<file path="src/rtl/crpt_ctrl.sv">
// crpt_ctrl: bus-mapped sequencer that fetches TRNG keys, launches cripto encryptions and captures ciphertext.
// Optional CRPT_IRQ_EN adds a level irq output and a STATUS[5] irq_en bit written via CTRL bit2.
module crpt_ctrl #(
  parameter int W           = 10,
  parameter int ENC_LAT     = 4,
  parameter int KEY_TIMEOUT = 1024
) (
  input  logic         clk,
  input  logic         reset,
  input  logic         sel,
  input  logic         we,
  input  logic [4:0]   addr,
  input  logic [31:0]  wdata,
  output logic [31:0]  rdata,
  input  logic [W-1:0] trng_out,
  input  logic         trng_ready,
  output logic [W-1:0] key,
  output logic [W-1:0] plaintext,
  input  logic [W-1:0] ciphertext,
  output logic         busy
`ifdef CRPT_IRQ_EN
  ,
  output logic         irq
`endif
);
  localparam int TMAX = (KEY_TIMEOUT > ENC_LAT) ? KEY_TIMEOUT : ENC_LAT;
  localparam int TW   = (TMAX > 2) ? $clog2(TMAX) : 1;
  typedef enum logic [1:0] {IDLE, KEYWAIT, ENC} state_t;
  state_t r_state, w_state_nxt;
  logic [TW-1:0] r_timer;
  logic [W-1:0] r_key, r_pt, r_ct;
  logic r_key_valid, r_done, r_timeout_err, r_reject_err;
  logic w_irq_en, w_ctrl_wr, w_pt_wr, w_key_req, w_launch, w_key_done, w_key_to, w_enc_done, w_reject;
  logic w_unused;
  assign w_unused   = &{1'b0, wdata, addr[1:0]};
  assign w_ctrl_wr  = sel & we & (addr[4:2] == 3'd1);
  assign w_pt_wr    = sel & we & (addr[4:2] == 3'd2);
  assign w_key_req  = w_ctrl_wr & wdata[0] & (r_state == IDLE);
  assign w_launch   = w_pt_wr & r_key_valid & (r_state == IDLE);
  assign w_key_done = (r_state == KEYWAIT) & trng_ready;
  // a TRNG pulse in the final wait cycle beats the timeout
  assign w_key_to   = (r_state == KEYWAIT) & ~trng_ready & (r_timer == TW'(KEY_TIMEOUT - 1));
  assign w_enc_done = (r_state == ENC) & (r_timer == TW'(ENC_LAT - 1));
  assign w_reject   = (w_ctrl_wr & wdata[0] & busy) | (w_pt_wr & ~w_launch);
  assign busy       = r_state != IDLE;
  assign key        = r_key;
  assign plaintext  = r_pt;
  always_ff @(posedge clk or negedge reset)
    if (!reset) r_state <= IDLE;
    else r_state <= w_state_nxt;
  always_comb begin
    w_state_nxt = r_state;
    if (w_key_req) w_state_nxt = KEYWAIT;
    else if (w_launch) w_state_nxt = ENC;
    else if (w_key_done | w_key_to | w_enc_done) w_state_nxt = IDLE;
  end
  // flag clear comes first so that events in the same cycle still set their flags
  always_ff @(posedge clk or negedge reset)
    if (!reset) begin
      r_timer       <= '0;
      r_key         <= '0;
      r_pt          <= '0;
      r_ct          <= '0;
      r_key_valid   <= 1'b0;
      r_done        <= 1'b0;
      r_timeout_err <= 1'b0;
      r_reject_err  <= 1'b0;
    end else begin
      if (busy) r_timer <= r_timer + TW'(1);
      if (w_ctrl_wr & wdata[1]) begin
        r_done        <= 1'b0;
        r_timeout_err <= 1'b0;
        r_reject_err  <= 1'b0;
      end
      if (w_reject) r_reject_err <= 1'b1;
      if (w_key_req) begin
        r_key_valid <= 1'b0;
        r_timer     <= '0;
      end
      if (w_launch) begin
        r_pt    <= wdata[W-1:0];
        r_done  <= 1'b0;
        r_timer <= '0;
      end
      if (w_key_done) begin
        r_key       <= trng_out;
        r_key_valid <= 1'b1;
      end
      if (w_key_to) r_timeout_err <= 1'b1;
      if (w_enc_done) begin
        r_ct   <= ciphertext;
        r_done <= 1'b1;
      end
    end
`ifdef CRPT_IRQ_EN
  logic r_irq_en;
  always_ff @(posedge clk or negedge reset)
    if (!reset) r_irq_en <= 1'b0;
    else if (w_ctrl_wr) r_irq_en <= wdata[2];
  assign w_irq_en = r_irq_en;
  assign irq      = r_irq_en & (r_done | r_timeout_err);
`else
  assign w_irq_en = 1'b0;
`endif
  assign rdata = (addr[4:2] == 3'd0) ? {26'd0, w_irq_en, r_reject_err, r_timeout_err, r_done, r_key_valid, busy} :
                 (addr[4:2] == 3'd3) ? 32'(r_ct) :
                 (addr[4:2] == 3'd4) ? 32'(r_key) : 32'd0;
endmodule

</file>
<file path="config.mk">
export PLATFORM = sky130hd
export DESIGN_NAME = crpt_ctrl
export DESIGN_NICKNAME = d
export VERILOG_FILES = /design/src/rtl/crpt_ctrl.sv
export SDC_FILE = /design/constraint.sdc
export NUM_CORES = 1
export LEC_CHECK = 0
export BUFFER_PORTS_ARGS = -buffer_cell sky130_fd_sc_hd__buf_2
export CAP_MARGIN = 20
export CELL_PAD_IN_SITES_DETAIL_PLACEMENT = 1
export CELL_PAD_IN_SITES_GLOBAL_PLACEMENT = 2
export CORE_ASPECT_RATIO = 1.25
export CORE_MARGIN = 3
export CORE_UTILIZATION = 29
export CTS_CLUSTER_DIAMETER = 50
export DETAILED_ROUTE_END_ITERATION = 8
export GPL_TIMING_DRIVEN = 0
export PLACE_DENSITY = 0.84
export SETUP_SLACK_MARGIN = 0.2
export SYNTH_ARGS = -nofsm -noshare
export SYNTH_HDL_FRONTEND = slang
export SYNTH_SLANG_ARGS = --single-unit
</file>
<file path="constraint.sdc">
create_clock -name clk -period 2.7 [get_ports clk]
set_input_delay 0.81 -clock clk [delete_from_list [all_inputs] [get_ports clk]]
set_output_delay 0.81 -clock clk [all_outputs]
set_load 0.01 [all_outputs]
</file>
* After elaboration in Yosys (flattened, before gate mapping) *
Cells that the tools add are included.

storage, ports and cells
  flip-flop bits (word level) = 46
  bits in latches = 0
  RAM bits = 0
  ROM bits = 0
  output and inout bits = 53
  memories = 0

cells by class
  add/sub/neg operators = 1
  $mul = 0
  divide/modulo/power cells = 0
  $lt $le $gt $ge = 0
  equal/unequal tests = 8
  shift operators = 0
  mux-type cells = 16
  bitwise logic cells = 19
  reductions and logical operators = 9

operator list
  operator                                         number
  2-to-1 mux 10 bit                                6
  bitwise AND 1 bit                                14
  adder 10 x 1 -> 10 bit (second input constant)   1
  == test 10 bit (second input constant)           1
  == test 10 x 2 -> 1 bit (second input constant)  1
  nonzero test 3 bit                               3
  nonzero test 2 bit                               4
  2-to-1 mux 1 bit                                 7
  == test 3 x 2 -> 1 bit (second input constant)   2
  2-to-1 mux 2 bit                                 3
  == test 3 x 1 -> 1 bit (second input constant)   1
  == test 3 bit (second input constant)            1
  logical NOT 3 bit                                1
  bitwise OR 1 bit                                 3
  == test 2 x 1 -> 1 bit (second input constant)   1
  == test 2 bit (second input constant)            1
  logical NOT 2 bit                                1
  inverter 1 bit                                   2

* Logic depth before layout (Yosys ltp) *
  word-level depth = 8
  depth in mapped cells = 6
  gate-level depth less buffers = 5

* Least setup slack after synthesis *
Ideal clock, no wire load.

  path kind = input-to-output
  start point = input port addr[2]
  end point = output port rdata[5]
  arrival time = 1.556 ns
  required time = 1.890 ns
  slack = 0.334 ns
  stages on the path = 4
  cells stage by stage = nor2_1 > and2_1 > buf_2 > a22o_1

between the ends
  cells in the longest elaborated chain, start to end = 4
  elaborated cells on any way between the ends = 6

RTL lines
  what                   line  text
  from (decl)            12    input logic [4:0] addr,
  == test 3 bit          107   (addr[4:2] == 3'd4) ? 32'(r_key) : 32'd0;
  2-to-1 mux 10 bit      107
  2-to-1 mux 10 bit      106   (addr[4:2] == 3'd3) ? 32'(r_ct) :
  2-to-1 mux 10 bit (*)  105   assign rdata = (addr[4:2] == 3'd0) ? {26'd0, w_irq_en, r_reject_err, r_timeout_err, r_done, r_key_valid, busy} ...
  to (decl)              14    output logic [31:0] rdata,

Mark *: on every way between the ends. The rest lies on a longest branch, timed or not.

* Worst setup path after layout *
  start point = input port addr[3]
  end point = output port rdata[9]

Same word-level chain as after synthesis.

==> metrics.log <==
INFO  metric outcome = complete, no violations
INFO  metric yosysTopAreaCellShare = about half
INFO  metric post_synth_main_area_contributors = sky130_fd_sc_hd__dfrtp_1, sky130_fd_sc_hd__buf_4, sky130_fd_sc_hd__mux2_1
INFO  metric placeableCoreArea = 7580 um^2
INFO  metric multi_input_area = 1060 um^2
INFO  metric die_height = 106 um
INFO  metric timing.clock.skew = 0.00879 ns
INFO  metric timing_hold_violations_final = 0
INFO  metric maxCapViolCount = 0
INFO  metric synth_sequential_area_ratio = about 49%
INFO  metric max-clock-path-buffers = 2
INFO  metric antenna_cells = 0
INFO  metric layout.cells.most_common = sky130_fd_sc_hd__buf_2
INFO  metric grt_setup_unrepaired = true
INFO  metric cts_max_level = 2
INFO  metric post_synthesis_cell_type_count = 41
INFO  metric achievable-frequency = 405 MHz
INFO  metric cts_made_buffers = 5
INFO  metric dp_hpwl = 4.47 mm
INFO  metric timing.final.crit_share = 91.4%
INFO  metric startpoint_type = primary input
INFO  metric post_drt_wl_per_cell = 15.2 um
INFO  metric netlist.top_cell.by_area = sky130_fd_sc_hd__dfrtp_1
INFO  metric std_cell_rows = 35
INFO  metric die_width = 86.2 um
INFO  metric drt-pass1-iter-count = 4
INFO  metric postSynthCellCount = 200
INFO  metric critical_path_endpoint_category = output port
INFO  metric criticalPathCategory = in2out
INFO  metric crit_arrival = approximately 1.7 ns
INFO  metric grt_first_pass_wirelength = roughly 9.7 mm
INFO  metric grt_antenna_before_repair = 0
INFO  metric gpl.final_weighted_congestion = 0.713
INFO  metric avgViaCountPerCell = 4.76
INFO  metric setup_tns = 0 ns
INFO  metric drive_above_1_share = 47.4%
INFO  metric tritoncts = done
INFO  metric via_count_of_the_first_global_routing_pass = 1,952
INFO  metric port_buffers = 68
INFO  metric grt_util_all_layers = a little over an eighth
INFO  metric nets = 366
INFO  metric route.detailed.drc = 0
INFO  metric yosys_warnings = 0
INFO  metric ant_nets = 0
INFO  metric finish.cell_count_without_fillers = about 400
INFO  metric number_of_cells_after_detailed_placement = 381
INFO  metric via_count = 1,883
INFO  metric clock_latency = 0.30 ns
INFO  metric synth_area_per_cell = around 12 um^2
INFO  metric postSynthRegisterBits = 46
INFO  metric finalSetupViolations = 0
INFO  metric drt_wl_total = 6.03 mm
INFO  metric final_period_minus_worst_setup_slack = between 2 and 2.5 ns
INFO  metric start_util = a little under a third
INFO  metric max_slew_violation_count = 0
INFO  metric ios = between 100 and 150
INFO  metric die-area = 9170 um^2
INFO  metric timing.critical_path.required = 1.89 ns
INFO  metric grt_ovf = 0
INFO  metric seq_area = 1150 um^2
INFO  metric numClockSinks = 46
INFO  metric grt_start_max_net_pins = 47
INFO  metric cts.root.buffer_cell = sky130_fd_sc_hd__clkbuf_8
INFO  metric finalCoreUtilization = 40.8%
INFO  metric drtIter0Drc = 52
INFO  metric final_cell_mix = sky130_fd_sc_hd__buf_2, sky130_fd_sc_hd__dfrtp_1, sky130_fd_sc_hd__buf_4, sky130_fd_sc_hd__conb_1, sky130_fd_sc_hd__nand2_1
INFO  metric post_synthesis_instance_area = about 2300 um^2
INFO  metric nFillCells = 887
INFO  metric critical_path_peak_fanout = 5
INFO  metric vdd_drop_max = about 300 uV
INFO  metric cts.reportedPaths.clkPinSlew = 0.09 ns
INFO  metric power_leakage = approximately 1.7 nW
INFO  metric power_per_cell_area = 820 nW/um^2
INFO  metric syn2layout_area_growth = 32.4%
INFO  metric min_path_type = in2async
-- area by class of cell --
cell class,instances,area share [%]
Buffer,29,7.29
Clock buffer,6,2.35
Clock inverter,2,1.21
Inverter,2,0.243
Multi-Input combinational cell,144,34.5
Sequential cell,46,37.2
Tap cell,92,3.72
Timing Repair Buffer,75,13.5
-- registers in the layout, summed over array words and instances (netlist names) --
signal / flops
key: 10
plaintext: 10
r_ct: 10
r_done: 1
r_key_valid: 1
r_reject_err: 1
r_state: 2
r_timeout_err: 1
r_timer: 10
-- final timing paths --
path                               from      endpoint  slack (ns)  depth (start not counted)
setup / recovery                addr[3]      rdata[9]        0.23                          6
hold / removal                    reset        key[1]        0.36                          1
setup reg to reg             r_timer[0]       r_ct[4]        0.98                          5
hold reg to reg            plaintext[9]  plaintext[9]        0.49                          1
max in group asynchronous         reset  plaintext[4]        1.85                          2
min in group clk           plaintext[9]  plaintext[9]        0.49                          1
-- what timing repair did --
| item | CTS | global route |
|---|---|---|
| hold buffers | 0 | 0 |
| pin swaps | 1 | 2 |
| cloned | 0 | 1 |
| gates resized for setup | 7 | 18 |
| buffers inserted | 2 | 3 |
| hold endpoints to repair | 0 | 0 |
| setup endpoints to repair | 11 | 10 |
-- metal layers --
metal / GRT usage [%] / up-vias / share of wire [%]
li1: - / 883 / -
met1: 15.6 / 928 / 39
met2: 23.8 / 66 / 53
met3: 2.64 / 6 / 7.0
met4: 3.01 / 0 / 0.83
met5: 0 / - / 0
-- worst max-delay path, cell delays in order --
cell and delay (ns):
sky130_fd_sc_hd__buf_4 0.12, sky130_fd_sc_hd__nor2_4 0.05, sky130_fd_sc_hd__and2_4 0.16, sky130_fd_sc_hd__buf_4 0.15, sky130_fd_sc_hd__a22o_1 0.22, sky130_fd_sc_hd__buf_2 0.14
-- Yosys cell counts (all sizes together) --
cell	instances
nand4b	2
nor3b	1
nand3b	1
a22o	6
nor3	4
and2	3
o21ai	9
nor4b	1
nand2	15
a31oi	5
a21bo	1
and3b	1
conb	1
a21oi	5
inv	2
a211oi	1
o211a	1
dfrtp	46
buf	29
mux2	30
a211o	4
a21o	2
a22oi	5
nand3	5
and3	6
ha	1
a41oi	1
nor2	6
o21a	2
nor2b	1
and4	1
nor4	2
-- logic make-up after synthesis --
group,count (synthesis),share of synthesized area (%)
muxes,30,15.8
DFF,46,49.3
and+or+nand+nor,49,11.7
buffers and inverters,31,9.70
AOI/OAI and AO/OA,42,12.8
adders and majority gates,1,0.536
other,1,0.161
-- metrics by stage --
step	hold slack (ns)	worst slack [ns]	area, um^2	power, mW
6_report	0.359	0.232	3090	2.53
4_1_cts	0.494	0.201	3020	2.52
5_1_grt	0.360	0.187	3090	2.72
3_5_place_dp	0.474	-0.135	2870	1.98
2_1_floorplan	0.450	0.334	2410	1.67
3_3_place_gp	0.465	-0.131	2870	1.95
-- power by group --
part / switching, mW / internal (mW)
combinational: 0.416 / 0.473
clock: 0.244 / 0.277
sequential: 0.192 / 0.932
Note: power is estimated with default switching activity, not from simulation.
